### src/rtl/avm_cmd_master_if.sv
// Byte-stream command/response channel plus Avalon-MM master bus for avm_cmd_master.
// The master modport is the bridge's view; the slave modport is the surrounding system's view.
interface avm_cmd_master_if #(
  parameter int ADDR_W = 8
);
  logic              rx_valid;
  logic [7:0]        rx_data;
  logic              rx_ready;
  logic              tx_valid;
  logic [7:0]        tx_data;
  logic              tx_ready;
  logic [ADDR_W-1:0] avm_m0_address;
  logic              avm_m0_read;
  logic              avm_m0_write;
  logic [31:0]       avm_m0_writedata;
  logic [31:0]       avm_m0_readdata;
  logic              avm_m0_waitrequest;

  modport master (
    input  rx_valid, rx_data, tx_ready, avm_m0_readdata, avm_m0_waitrequest,
    output rx_ready, tx_valid, tx_data, avm_m0_address, avm_m0_read,
           avm_m0_write, avm_m0_writedata
  );

  modport slave (
    output rx_valid, rx_data, tx_ready, avm_m0_readdata, avm_m0_waitrequest,
    input  rx_ready, tx_valid, tx_data, avm_m0_address, avm_m0_read,
           avm_m0_write, avm_m0_writedata
  );
endinterface

### src/rtl/avm_cmd_master.sv
// Serial-command Avalon-MM master: 'W' addr d0..d3 / 'R' addr packets become single
// 32-bit transfers, answered with 'K', four read bytes, 'T' (timeout) or '?' (bad opcode).
module avm_cmd_master #(
  parameter int ADDR_W  = 8,
  parameter int TIMEOUT = 255
) (
  input  logic               clk,
  input  logic               reset,
  avm_cmd_master_if.master   bus,
  output logic               busy
);

  localparam logic [7:0] OP_WR  = 8'h57;
  localparam logic [7:0] OP_RD  = 8'h52;
  localparam logic [7:0] RSP_OK = 8'h4B;
  localparam logic [7:0] RSP_TO = 8'h54;
  localparam logic [7:0] RSP_BAD = 8'h3F;
  localparam int TO_W = (TIMEOUT < 2) ? 1 : $clog2(TIMEOUT + 1);
  localparam logic [TO_W-1:0] TO_LAST = TO_W'((TIMEOUT > 0) ? TIMEOUT - 1 : 0);

  typedef enum logic [2:0] {IDLE, ADDR, WDATA, BUS, RESP} state_t;

  state_t            state;
  logic              is_wr;
  logic [1:0]        cnt;
  logic [1:0]        last_idx;
  logic [TO_W-1:0]   to_cnt;
  logic [31:0]       rdata;
  logic [31:0]       wdata;
  logic [ADDR_W-1:0] addr;
  logic              rd_q;
  logic              wr_q;
  logic              txv_q;
  logic [7:0]        txd_q;

  logic       rx_fire;
  logic       tx_fire;
  logic       req_tmo;
  logic [1:0] cnt_nxt;

  assign bus.rx_ready         = (state == IDLE) || (state == ADDR) || (state == WDATA);
  assign bus.tx_valid         = txv_q;
  assign bus.tx_data          = txd_q;
  assign bus.avm_m0_address   = addr;
  assign bus.avm_m0_read      = rd_q;
  assign bus.avm_m0_write     = wr_q;
  assign bus.avm_m0_writedata = wdata;
  assign busy                 = (state != IDLE);

  assign rx_fire = bus.rx_valid & bus.rx_ready;
  assign tx_fire = txv_q & bus.tx_ready;
  assign cnt_nxt = cnt + 2'd1;
  // Completion is tested first in BUS, so a slave releasing on the final count still wins.
  assign req_tmo = (TIMEOUT != 0) && bus.avm_m0_waitrequest && (to_cnt == TO_LAST);

  always_ff @(posedge clk or posedge reset) begin
    if (reset) begin
      state    <= IDLE;
      is_wr    <= 1'b0;
      cnt      <= 2'd0;
      last_idx <= 2'd0;
      to_cnt   <= '0;
      rdata    <= '0;
      wdata    <= '0;
      addr     <= '0;
      rd_q     <= 1'b0;
      wr_q     <= 1'b0;
      txv_q    <= 1'b0;
      txd_q    <= '0;
    end else begin
      case (state)
        IDLE: if (rx_fire) begin
          if (bus.rx_data == OP_WR || bus.rx_data == OP_RD) begin
            is_wr <= (bus.rx_data == OP_WR);
            state <= ADDR;
          end else begin
            txd_q    <= RSP_BAD;
            txv_q    <= 1'b1;
            cnt      <= 2'd0;
            last_idx <= 2'd0;
            state    <= RESP;
          end
        end
        ADDR: if (rx_fire) begin
          addr   <= bus.rx_data[ADDR_W-1:0];
          cnt    <= 2'd0;
          to_cnt <= '0;
          if (is_wr) begin
            state <= WDATA;
          end else begin
            rd_q  <= 1'b1;
            state <= BUS;
          end
        end
        WDATA: if (rx_fire) begin
          wdata[{cnt, 3'b000} +: 8] <= bus.rx_data;
          cnt <= cnt_nxt;
          if (cnt == 2'd3) begin
            wr_q   <= 1'b1;
            to_cnt <= '0;
            state  <= BUS;
          end
        end
        BUS: begin
          cnt <= 2'd0;
          if (!bus.avm_m0_waitrequest) begin
            rd_q  <= 1'b0;
            wr_q  <= 1'b0;
            txv_q <= 1'b1;
            state <= RESP;
            if (is_wr) begin
              txd_q    <= RSP_OK;
              last_idx <= 2'd0;
            end else begin
              rdata    <= bus.avm_m0_readdata;
              txd_q    <= bus.avm_m0_readdata[7:0];
              last_idx <= 2'd3;
            end
          end else if (req_tmo) begin
            rd_q     <= 1'b0;
            wr_q     <= 1'b0;
            txv_q    <= 1'b1;
            txd_q    <= RSP_TO;
            last_idx <= 2'd0;
            state    <= RESP;
          end else if (TIMEOUT != 0) begin
            to_cnt <= to_cnt + TO_W'(1);
          end
        end
        RESP: if (tx_fire) begin
          if (cnt == last_idx) begin
            txv_q <= 1'b0;
            state <= IDLE;
          end else begin
            cnt   <= cnt_nxt;
            txd_q <= rdata[{cnt_nxt, 3'b000} +: 8];
          end
        end
        default: state <= IDLE;
      endcase
    end
  end

endmodule
### src/flat_wrapper.sv
// flat-port wrapper written by rule: the top's interface ports become plain ports
module avm_cmd_master_flat 
#(
  parameter int ADDR_W  = 8,
  parameter int TIMEOUT = 255
)
  (clk, reset, busy, bus_rx_valid, bus_rx_data, bus_tx_ready, bus_avm_m0_readdata, bus_avm_m0_waitrequest, bus_rx_ready, bus_tx_valid, bus_tx_data, bus_avm_m0_address, bus_avm_m0_read, bus_avm_m0_write, bus_avm_m0_writedata);
  avm_cmd_master_if #(.ADDR_W(ADDR_W)) bus_i ();
  input  logic clk;
  input  logic reset;
  output logic busy;
  input wire logic [$bits(bus_i.rx_valid)-1:0] bus_rx_valid;
  input wire logic [$bits(bus_i.rx_data)-1:0] bus_rx_data;
  input wire logic [$bits(bus_i.tx_ready)-1:0] bus_tx_ready;
  input wire logic [$bits(bus_i.avm_m0_readdata)-1:0] bus_avm_m0_readdata;
  input wire logic [$bits(bus_i.avm_m0_waitrequest)-1:0] bus_avm_m0_waitrequest;
  output wire logic [$bits(bus_i.rx_ready)-1:0] bus_rx_ready;
  output wire logic [$bits(bus_i.tx_valid)-1:0] bus_tx_valid;
  output wire logic [$bits(bus_i.tx_data)-1:0] bus_tx_data;
  output wire logic [$bits(bus_i.avm_m0_address)-1:0] bus_avm_m0_address;
  output wire logic [$bits(bus_i.avm_m0_read)-1:0] bus_avm_m0_read;
  output wire logic [$bits(bus_i.avm_m0_write)-1:0] bus_avm_m0_write;
  output wire logic [$bits(bus_i.avm_m0_writedata)-1:0] bus_avm_m0_writedata;
  assign bus_i.rx_valid = bus_rx_valid;
  assign bus_i.rx_data = bus_rx_data;
  assign bus_i.tx_ready = bus_tx_ready;
  assign bus_i.avm_m0_readdata = bus_avm_m0_readdata;
  assign bus_i.avm_m0_waitrequest = bus_avm_m0_waitrequest;
  assign bus_rx_ready = bus_i.rx_ready;
  assign bus_tx_valid = bus_i.tx_valid;
  assign bus_tx_data = bus_i.tx_data;
  assign bus_avm_m0_address = bus_i.avm_m0_address;
  assign bus_avm_m0_read = bus_i.avm_m0_read;
  assign bus_avm_m0_write = bus_i.avm_m0_write;
  assign bus_avm_m0_writedata = bus_i.avm_m0_writedata;
  avm_cmd_master #(.ADDR_W(ADDR_W), .TIMEOUT(TIMEOUT)) u_core (.clk(clk), .reset(reset), .bus(bus_i), .busy(busy));
endmodule
### config.mk
export PLATFORM = sky130hd
export DESIGN_NAME = avm_cmd_master_flat
export DESIGN_NICKNAME = d
export VERILOG_FILES = /design/src/rtl/avm_cmd_master_if.sv /design/src/rtl/avm_cmd_master.sv /design/src/flat_wrapper.sv
export SDC_FILE = /design/constraint.sdc
export NUM_CORES = 1
export LEC_CHECK = 0
export ABC_AREA = 1
export BUFFER_PORTS_ARGS = -buffer_cell sky130_fd_sc_hd__buf_2
export CELL_PAD_IN_SITES_DETAIL_PLACEMENT = 2
export CELL_PAD_IN_SITES_GLOBAL_PLACEMENT = 2
export CORE_MARGIN = 3
export CORE_UTILIZATION = 31
export CTS_CLUSTER_SIZE = 14
export DETAILED_ROUTE_END_ITERATION = 16
export GPL_ROUTABILITY_DRIVEN = 0
export PLACE_DENSITY = 0.83
export SLEW_MARGIN = 25
export SYNTH_ARGS = -nofsm -noshare
export SYNTH_HDL_FRONTEND = slang
export SYNTH_SLANG_ARGS = --single-unit
### constraint.sdc
create_clock -name clk -period 3.8 [get_ports clk]
set_input_delay 0.57 -clock clk [delete_from_list [all_inputs] [get_ports clk]]
set_output_delay 0.57 -clock clk [all_outputs]
set_load 0.005 [all_outputs]
Yosys cells after proc, flatten, opt, wreduce, memory -nomap -nowiden
Cells that the tools add are included.
- bits in read-only memories: 0
- flip-flop bits (word level): 99
- output and inout port bits: 53
- memories kept: 0
- word-level logic and storage cells: 119
- bits in writable memories: 0
- bits in latches: 0
- input bits: 45
- multiplexer cells: 52
- multiply operators: 0
- reduce and logical (&&, ||, !) cells: 24
- bitwise operators: 4
- order comparisons: 0
- $add $sub $neg: 3
- equal/unequal tests: 21
- divide/modulo/power cells: 0
- shift operators: 3
- operator list (operator ; number):
    $mux 8 ; 12
    $pmux 8 s3 ; 2
    $bwmux 32 ; 1
    $shift 8x7->32 const A ; 1
    $shiftx 32x6->8 ; 1
    $shiftx 8x7->32 ; 1
    $mux 3 ; 9
    $mux 2 ; 9
    $reduce_and 6->1 ; 3
    $eq 8x7->1 const B ; 2
    $pmux 3 s5 ; 1
    $reduce_and 7->1 ; 2
    $mux 1 ; 13
    $ne 2x2->1 const B ; 6
    $reduce_and 4->1 ; 3
    $ne 2x1->1 const B ; 5
    $pmux 2 s5 ; 1
    $reduce_bool 3->1 ; 3
    $add 8x1->8 const B ; 1
    $eq 8x8->1 const B ; 1
    $neg 5->7 ; 1
    $eq 3x2->1 const B ; 2
    $reduce_and 3->1 ; 2
    $reduce_bool 2->1 ; 3
    16 further kinds ; 22

Longest topological paths before layout
Gate-level depths: netlist of run 1.
- depth in word-level cells: 6
- gate-level depth with buffers: 12
- depth with buffers taken out: 11

Worst setup path after synthesis of run 1
No wires, ideal clock.
- path type: reg-to-reg
- from: register u_core.cnt[0]
- to: register u_core.wdata[16] (netlist: u_core.bus.avm_m0_writedata[16])
- clock period less this slack: 2.120 ns
- setup time: 0.066 ns
- required time: 3.734 ns
- arrival time: 2.054 ns
- cell stages (with the launch flop): 9
- setup slack: 1.680 ns
- cell sequence: dfrtp_1 > clkbuf_1 > inv_1 > buf_1 > ha_1 > inv_1 > nor3_1 > nand3_1 > nand2_1
- word-level cells in the longest chain between the ends: 3
- elaborated cells between the ends (all ways): 4
- classes of those cells: 1 x add/sub; 2 x shift; 1 x mux
- RTL lines (item ; RTL line ; source):
    start, declared ; avm_cmd_master.sv:25 ; logic [1:0] cnt;
    start signal, assigned ; avm_cmd_master.sv:97 ; cnt <= cnt_nxt;
    start signal, assigned ; avm_cmd_master.sv:135 ; cnt <= cnt_nxt;
    $neg 5->7 (*) ; avm_cmd_master.sv:96 ; wdata[{cnt, 3'b000} +: 8] <= bus.rx_data;
    $shiftx 8x7->32 / $shift 8x7->32 (equally long branches) ; avm_cmd_master.sv:96 ;
    $bwmux 32 (*) ; avm_cmd_master.sv:96 ;
    end signal, assigned by index ; avm_cmd_master.sv:96 ;
    end, declared ; avm_cmd_master.sv:29 ; logic [31:0] wdata;
Mark *: on every way between the ends. The rest lies on a longest branch, timed or not.
A chain may end at the register's enable or synchronous reset.

Worst setup path after layout of run 1
- from: register u_core.cnt[1]
- to: register u_core.wdata[23] (netlist: u_core.bus.avm_m0_writedata[23])
The elaborated chain is that of the path after synthesis.

==> results of run 1 <==
[per-stage QoR]
step	hold WS, ns	setup slack, ns	total power, W	utilization	cell area [um^2]
after floorplan	0.437	0.668	0.00113	-	4750
after global placement	0.448	1.50	0.00120	0.367	5420
after detailed placement	0.466	1.20	0.00120	0.367	5420
after CTS	0.357	1.16	0.00223	0.390	5750
after global routing	0.401	0.888	0.00229	0.390	5750
final	0.332	1.16	0.00219	0.390	5750
[area by class of cell]
class                      instances  area (um^2)
sequential                        98         2450
clock inverter                     4         73.8
clock buffer                      11          253
tap                              184          230
fill                            1732         9010
inverter                          50          190
timing repair buffer             102          523
multi-input combinational        432         2020
[where the power goes]
group	switching (W)	internal, W	total, W
sequential	0.00000137	0.00104	0.00105
combinational	0.0000975	0.0000376	0.000135
clock	0.000404	0.000611	0.00101
total	0.000503	0.00169	0.00219
[worst max-delay path, stage by stage (launching register included)]
cell and delay, ns:
dfrtp_1 0.47, inv_1 0.12, ha_1 0.60, inv_1 0.27, nor3_1 0.81, nand3_1 0.21
nand2_1 0.10
[kinds of logic after synthesis]
family | Yosys count | share of synthesized area
simple gates | 335 | 0.300
flops | 98 | 0.516
compound gates | 80 | 0.0864
buf+inv | 68 | 0.0574
fa+ha+maj | 8 | 0.0211
mux | 5 | 0.0119
xor+xnor | 4 | 0.00738
[sequential cells by signal, indices dropped and copies added, names as in the netlist, 2 cells and up]
register                     cells
u_core.rdata                    32
u_core.bus.avm_m0_address        8
u_core.state                     3
u_core.bus.avm_m0_writedata     32
u_core.bus.tx_data               8
u_core.to_cnt                    8
u_core.cnt                       2
[how the worst min path moves through the flow]
stage | start | slack, ns | end
after floorplan | u_core.rdata[8]$_DFFE_PP0P_ | 0.44 | u_core.rdata[8]$_DFFE_PP0P_
after global placement | u_core.rdata[9]$_DFFE_PP0P_ | 0.45 | u_core.rdata[9]$_DFFE_PP0P_
after detailed placement | u_core.rdata[15]$_DFFE_PP0P_ | 0.47 | u_core.rdata[15]$_DFFE_PP0P_
after CTS | reset | 0.36 | u_core.bus.avm_m0_writedata[22]$_DFFE_PP0P_
after global routing | reset | 0.40 | u_core.bus.avm_m0_writedata[18]$_DFFE_PP0P_
final | reset | 0.33 | u_core.rdata[18]$_DFFE_PP0P_
[metal layers]
layer / share of wire / vias to the layer above / track usage
met2: 0.51 / 84 / 0.351
met3: 0.029 / 18 / 0.0262
met4: 0.017 / 0 / 0.0660
li1: - / 2107 / -
met5: 0 / - / 0
met1: 0.44 / 2200 / 0.248
[cells in the final DEF (no fill, tap or decap), drive strengths merged]
cell type / count
nor3b: 1
a21oi: 11
or2: 1
inv: 51
nor3: 3
o21a: 2
clkinv: 1
ha: 8
bufinv: 2
xor2: 4
nand2: 236
clkbuf: 11
o211ai: 2
o21ai: 65
nand4: 4
mux2: 5
nor2: 25
dfrtp: 98
buf: 102
nand3: 65
==> summary.md, run 1 <==
| Metric | Value |
|---|---|
| Status | `finished clean` |
| P_leak | `3.29 nW` |
| Hold WC Path Type | `in2async` |
| Asr flop ratio synth | `1.00` |
| Full die area | `16800 um^2` |
| Worst skew pair latency | `0.35 ns` |
| FMAX | `379 MHz` |
| Final hold vios | `0` |
| Number of global-route vias before repair | `4920` |
| Primary FF master, synth | `dfrtp_1` |
| Final min period | `2.64 ns` |
| RSZ-0062 raised after global routing | `no` |
| First-pass DRT Iterations | `4` |
| Final setup TNS | `0 ns` |
| Vias/cell | `5.00` |
| Cell area after synthesis | `4750 um^2` |
| Critical Path Start Type | `flop` |
| Cells resized by post-CTS repair | `0` |
| Nets | `746` |
| GRT Total Usage | `0.197` |
| Core area | `14800 um^2` |
| Ys Warns | `0` |
| Via Count | `4409` |
| Clk root buf | `clkbuf_16` |
| DRC Markers | `0` |
| #FFs+latches synth | `98` |
| CP Class | `reg2reg` |
| Synth-to-layout area growth | `21.0%` |
| Final wirelength | `15.7 mm` |
| Max rail drop VDD | `239 uV` |
| Worst-Margin Slew | `0.986 ns` |
| Hold buffers post-CTS | `0` |
| Worst rel slew slack | `0.337` |
| Layout cells sized above 1 | `0.204` |
| Final Non-Filler Cells | `881` |
| Fin crit share | `0.694` |
| CTS Buf Count | `9` |
| Row Count | `44` |
| Top post-synthesis cells by count | `234 x nand2_1, 98 x dfrtp_1, 62 x nand3_1, 43 x inv_1, 38 x o21ai_1` |
| Top cell type by total area after synthesis | `dfrtp_1` |
| Worst-path clk slew | `0.07 ns` |
| Worst Reg-to-Reg Cells | `6` |
| Number of synthesized flops with an enable pin | `0` |
| Worst R2R Setup Slack | `1.16 ns` |
| Reg-to-reg startpoint | `u_core.cnt[1]$_DFFE_PP0P_` |
| Worst Skew | `0.00955 ns` |
| Die H | `130 um` |
| First-pass GRT wire length | `26.1 mm` |
| Power per cell area | `382 nW/um^2` |
| Initial core utilization | `0.322` |
| Distinct cell type count after synthesis | `29` |
| I/O Buffers | `97` |
| Worst Setup EP | `u_core.bus.avm_m0_writedata[23]$_DFFE_PP0P_` |
| Synth Area per Inst | `7.94 um^2` |
| HPWL after detailed placement | `11.6 mm` |
| Sink Count | `98` |
| Largest cells by area after synthesis | `dfrtp_1 52%, nand2_1 18%, nand3_1 6.5%` |
| Post-synth top area share | `0.516` |
| Final Max Tran Viols | `0` |
| I/O pin count | `98` |
| Placed Cells | `866` |
| Max clock buf depth | `2` |
| Worst Path Required | `4.09 ns` |
| Die X | `130 um` |
| Critical path origin | `u_core.cnt[1]$_DFFE_PP0P_` |
| Ant. Diodes | `0` |
| DR iter-0 viols | `176` |
| CTS tree | `built` |
| Final setup viols | `0` |
| Post-CTS setup buffers | `0` |
| Crit Path Max Fanout | `14` |
| Sequential area share after synthesis | `0.516` |
| FF-to-FF End | `u_core.bus.avm_m0_writedata[23]$_DFFE_PP0P_` |
| Cells after Synth | `598` |
| Arrival time at the worst endpoint | `2.93 ns` |
| CP endpoint kind | `flop` |
| Max Cap Viol | `0` |
| Antenna violations before repair | `0` |
| Congestion Overflow GR | `0` |
| H-tree depth | `3` |
| Antenna-violating nets left | `0` |
| Count leader, synth | `nand2_1` |
| Drt wl/cell | `17.8 um` |
| Syn nets | `651` |
| Largest net degree at the start of global routing | `55` |
Note: power is estimated with default switching activity, not from simulation.
==> inputs of run 2 (changes only) <==
- clock period: 3.8 -> 2.7 ns (I/O delays scaled with it)
==> run 2 against run 1 <==
  * Core utilization increased by 0.25 points
  * Worst hold slack got worse by 0.12 ns
  * Flip-flop and latch count unchanged
  * Setup slack got worse by 0.68 ns
  * Count of clock-buffer cells in the layout decreased by 1
  * Design area increased by 0.65%
  * Sequential power increased by 40%
  * Largest cell class unchanged
  * Register-to-register slack got worse by 0.68 ns
  * First-iteration DRC count increased by 11%
  * Critical path type unchanged
  * Critical endpoint unchanged
  * Sequential share of layout area decreased by 0.28 points
  * Global-route usage decreased by 0.28 points
==> summary.md, run 2 (synthesis results as in run 1) <==
| Metric | Value |
|---|---|
| Crit-path most repeated cell | `inv_1` |
| Slowest-stage cell, CP | `nor3_1` |
| Status | `finished clean` |
| Most frequent cells in the layout | `234 x nand2_1, 98 x dfrtp_1, 97 x buf_2, 62 x nand3_1, 42 x inv_1` |
| Hold WC Path Type | `in2async` |
| Nets | `749 (+0.40%)` |
| Top Family by Delay on Critical Path | `simple AND/OR/NAND/NOR gates` |
| CP endpoint kind | `flop` |
| Ant. Diodes | `0 (unchanged)` |
| Reg-to-reg startpoint | `u_core.cnt[0]$_DFFE_PP0P_` |
| Final Max Tran Viols | `0 (unchanged)` |
| First-pass DRT Iterations | `4 (unchanged)` |
| Final setup TNS | `0 ns (unchanged)` |
| Antenna-violating nets left | `0 (unchanged)` |
| Critical Path Start Type | `flop` |
| Final wirelength | `15.5 mm (-1.2%)` |
| Final hold vios | `0 (unchanged)` |
| Worst-path clk slew | `0.07 ns (about the same)` |
| Power per cell area | `538 nW/um^2 (+41%)` |
| Worst R2R Setup Slack | `0.48 ns (-0.68 ns)` |
| CP Class | `reg2reg` |
| I/O pin count | `98 (unchanged)` |
| Tot Pwr | `0.00311 W (+42%)` |
| Crit Path Max Fanout | `8 (-6)` |
| Worst rel slew slack | `0.412 (+0.0746)` |
| Worst Path Required | `3.00 ns (-1.09 ns)` |
| DR iter-0 viols | `195 (+11%)` |
| Worst-Margin Slew | `0.875 ns (-0.111 ns)` |
| Filler Cells Inserted | `1733 (+0.058%)` |
| Clk root buf | `clkbuf_16` |
| GRT Total Usage | `0.195 (-0.00278)` |
| Number of global-route vias before repair | `5080 (+3.3%)` |
| WP buf/inv | `2 (unchanged)` |
| P_leak | `3.30 nW (+0.24%)` |
| Row Count | `44 (unchanged)` |
| H-tree depth | `3 (unchanged)` |
| Final min period | `2.22 ns (-0.420 ns)` |
| Initial core utilization | `0.322 (unchanged)` |
| I/O Buffers | `97 (unchanged)` |
| Hold buffers post-CTS | `0 (unchanged)` |
| Layout cells sized above 1 | `0.208 (+0.00454)` |
| CTS tree | `built` |
| Cells resized by post-CTS repair | `0 (unchanged)` |
| Commonest non-fill, non-tap cell in the layout | `nand2_1` |
| HPWL after detailed placement | `11.5 mm (-0.69%)` |
| Final setup viols | `0 (unchanged)` |
| Antenna violations before repair | `0 (unchanged)` |
| Fin util | `0.392 (+0.00254)` |
| Max Cap Viol | `0 (unchanged)` |
| DRC Markers | `0 (unchanged)` |
| CP max stage delay | `0.71 ns (-0.10 ns)` |
| FF-to-FF End | `u_core.bus.avm_m0_writedata[23]$_DFFE_PP0P_` |
| Drt wl/cell | `17.5 um (-1.7%)` |
| CP cell instances | `inv_1 > ha_1 > inv_1 > nor3_1 > nand3_1 > nand2_1` |
| RSZ-0062 raised after global routing | `no` |
| FMAX | `451 MHz (+19%)` |
| Worst Skew | `0.0101 ns (+0.000557 ns)` |
| Via Count | `4412 (+0.068%)` |
| Max clock buf depth | `2 (unchanged)` |
| Die X | `130 um (unchanged)` |
| Full die area | `16800 um^2 (unchanged)` |
| Die H | `130 um (unchanged)` |
| Synth-to-layout area growth | `21.8%` |
| Core area | `14800 um^2 (unchanged)` |
| Worst skew pair latency | `0.36 ns (about the same)` |
| First-pass GRT wire length | `25.9 mm (-0.58%)` |
| Vias/cell | `4.99 (-0.38%)` |
| Fin crit share | `0.821 (+0.127)` |
| Arrival time at the worst endpoint | `2.52 ns (-0.41 ns)` |
| Congestion Overflow GR | `0 (unchanged)` |
| CTS Buf Count | `9 (unchanged)` |
| Worst Reg-to-Reg Cells | `6 (unchanged)` |
| Max rail drop VDD | `295 uV (+24%)` |
| Sink Count | `98 (unchanged)` |
| Post-CTS setup buffers | `0 (unchanged)` |
| Largest net degree at the start of global routing | `41 (-25%)` |
==> run 2: changes by cell type in the layout (fill, tap and decap cells not counted), sizes merged <==
cell / previous run / this run
buf: 102 / 105
clkbuf: 11 / 10
clkinvlp: 0 / 3
inv: 51 / 50
==> run 2: report_power, final <==
part	internal [W]	total (W)	switching, W	leakage [nW]
clock network	0.000840	0.00144	0.000605	0.155
logic	0.0000585	0.000195	0.000136	1.80
registers	0.00147	0.00147	0.00000338	1.34
==> run 2: worst register-to-register path, stage by stage, from the launching register on <==
cell	delay [ns]
dfrtp_1	0.50
inv_1	0.19
ha_1	0.34
inv_1	0.14
nor3_1	0.71
nand3_1	0.20
nand2_1	0.09
==> run 2: worst max path at each step <==
stage / endpoint / startpoint / slack, ns / cells past startpoint
detailed placement: u_core.bus.avm_m0_writedata[23]$_DFFE_PP0P_ / u_core.cnt[0]$_DFFE_PP0P_ / 0.44 / 6
CTS: u_core.bus.avm_m0_writedata[23]$_DFFE_PP0P_ / u_core.cnt[0]$_DFFE_PP0P_ / 0.45 / 6
finish: u_core.bus.avm_m0_writedata[23]$_DFFE_PP0P_ / u_core.cnt[0]$_DFFE_PP0P_ / 0.48 / 6
global route: u_core.bus.avm_m0_writedata[23]$_DFFE_PP0P_ / u_core.cnt[0]$_DFFE_PP0P_ / 0.17 / 6
floorplan: u_core.bus.avm_m0_writedata[16]$_DFFE_PP0P_ / u_core.cnt[0]$_DFFE_PP0P_ / 0.58 / 8
global placement: u_core.bus.avm_m0_writedata[18]$_DFFE_PP0P_ / u_core.cnt[0]$_DFFE_PP0P_ / 0.68 / 6
==> run 2: final cells by class <==
| class | count | area [um^2] | area share |
|---|---|---|---|
| clock buffers | 10 | 239 | 0.0413 |
| inverters | 50 | 191 | 0.0331 |
| clock inverters | 6 | 88.8 | 0.0154 |
| well taps | 184 | 230 | 0.0398 |
| repair buffers | 105 | 558 | 0.0965 |
| flip-flops and latches | 98 | 2450 | 0.424 |
| multi-input cells | 432 | 2020 | 0.350 |
==> run 2: per-layer routing <==
metal  global-route usage  vias to the layer above  wire length [um]
met3               0.0270                       13               427
met2                0.356                       77              8170
met4               0.0568                        0               197
met5                    0                        -                 0
met1                0.238                     2207              6720
li1                     -                     2115                 -
==> run 2: stage by stage <==
step | std cells | hold WS, ns | instance area [um^2] | worst slack (ns)
2_1_floorplan | 598 | 0.437 | 4750 | 0.580
3_3_place_gp | 869 | 0.458 | 5460 | 0.678
3_5_place_dp | 869 | 0.464 | 5460 | 0.445
4_1_cts | 885 | 0.231 | 5780 | 0.450
5_1_grt | 885 | 0.264 | 5780 | 0.171
6_report | 885 | 0.216 | 5780 | 0.484
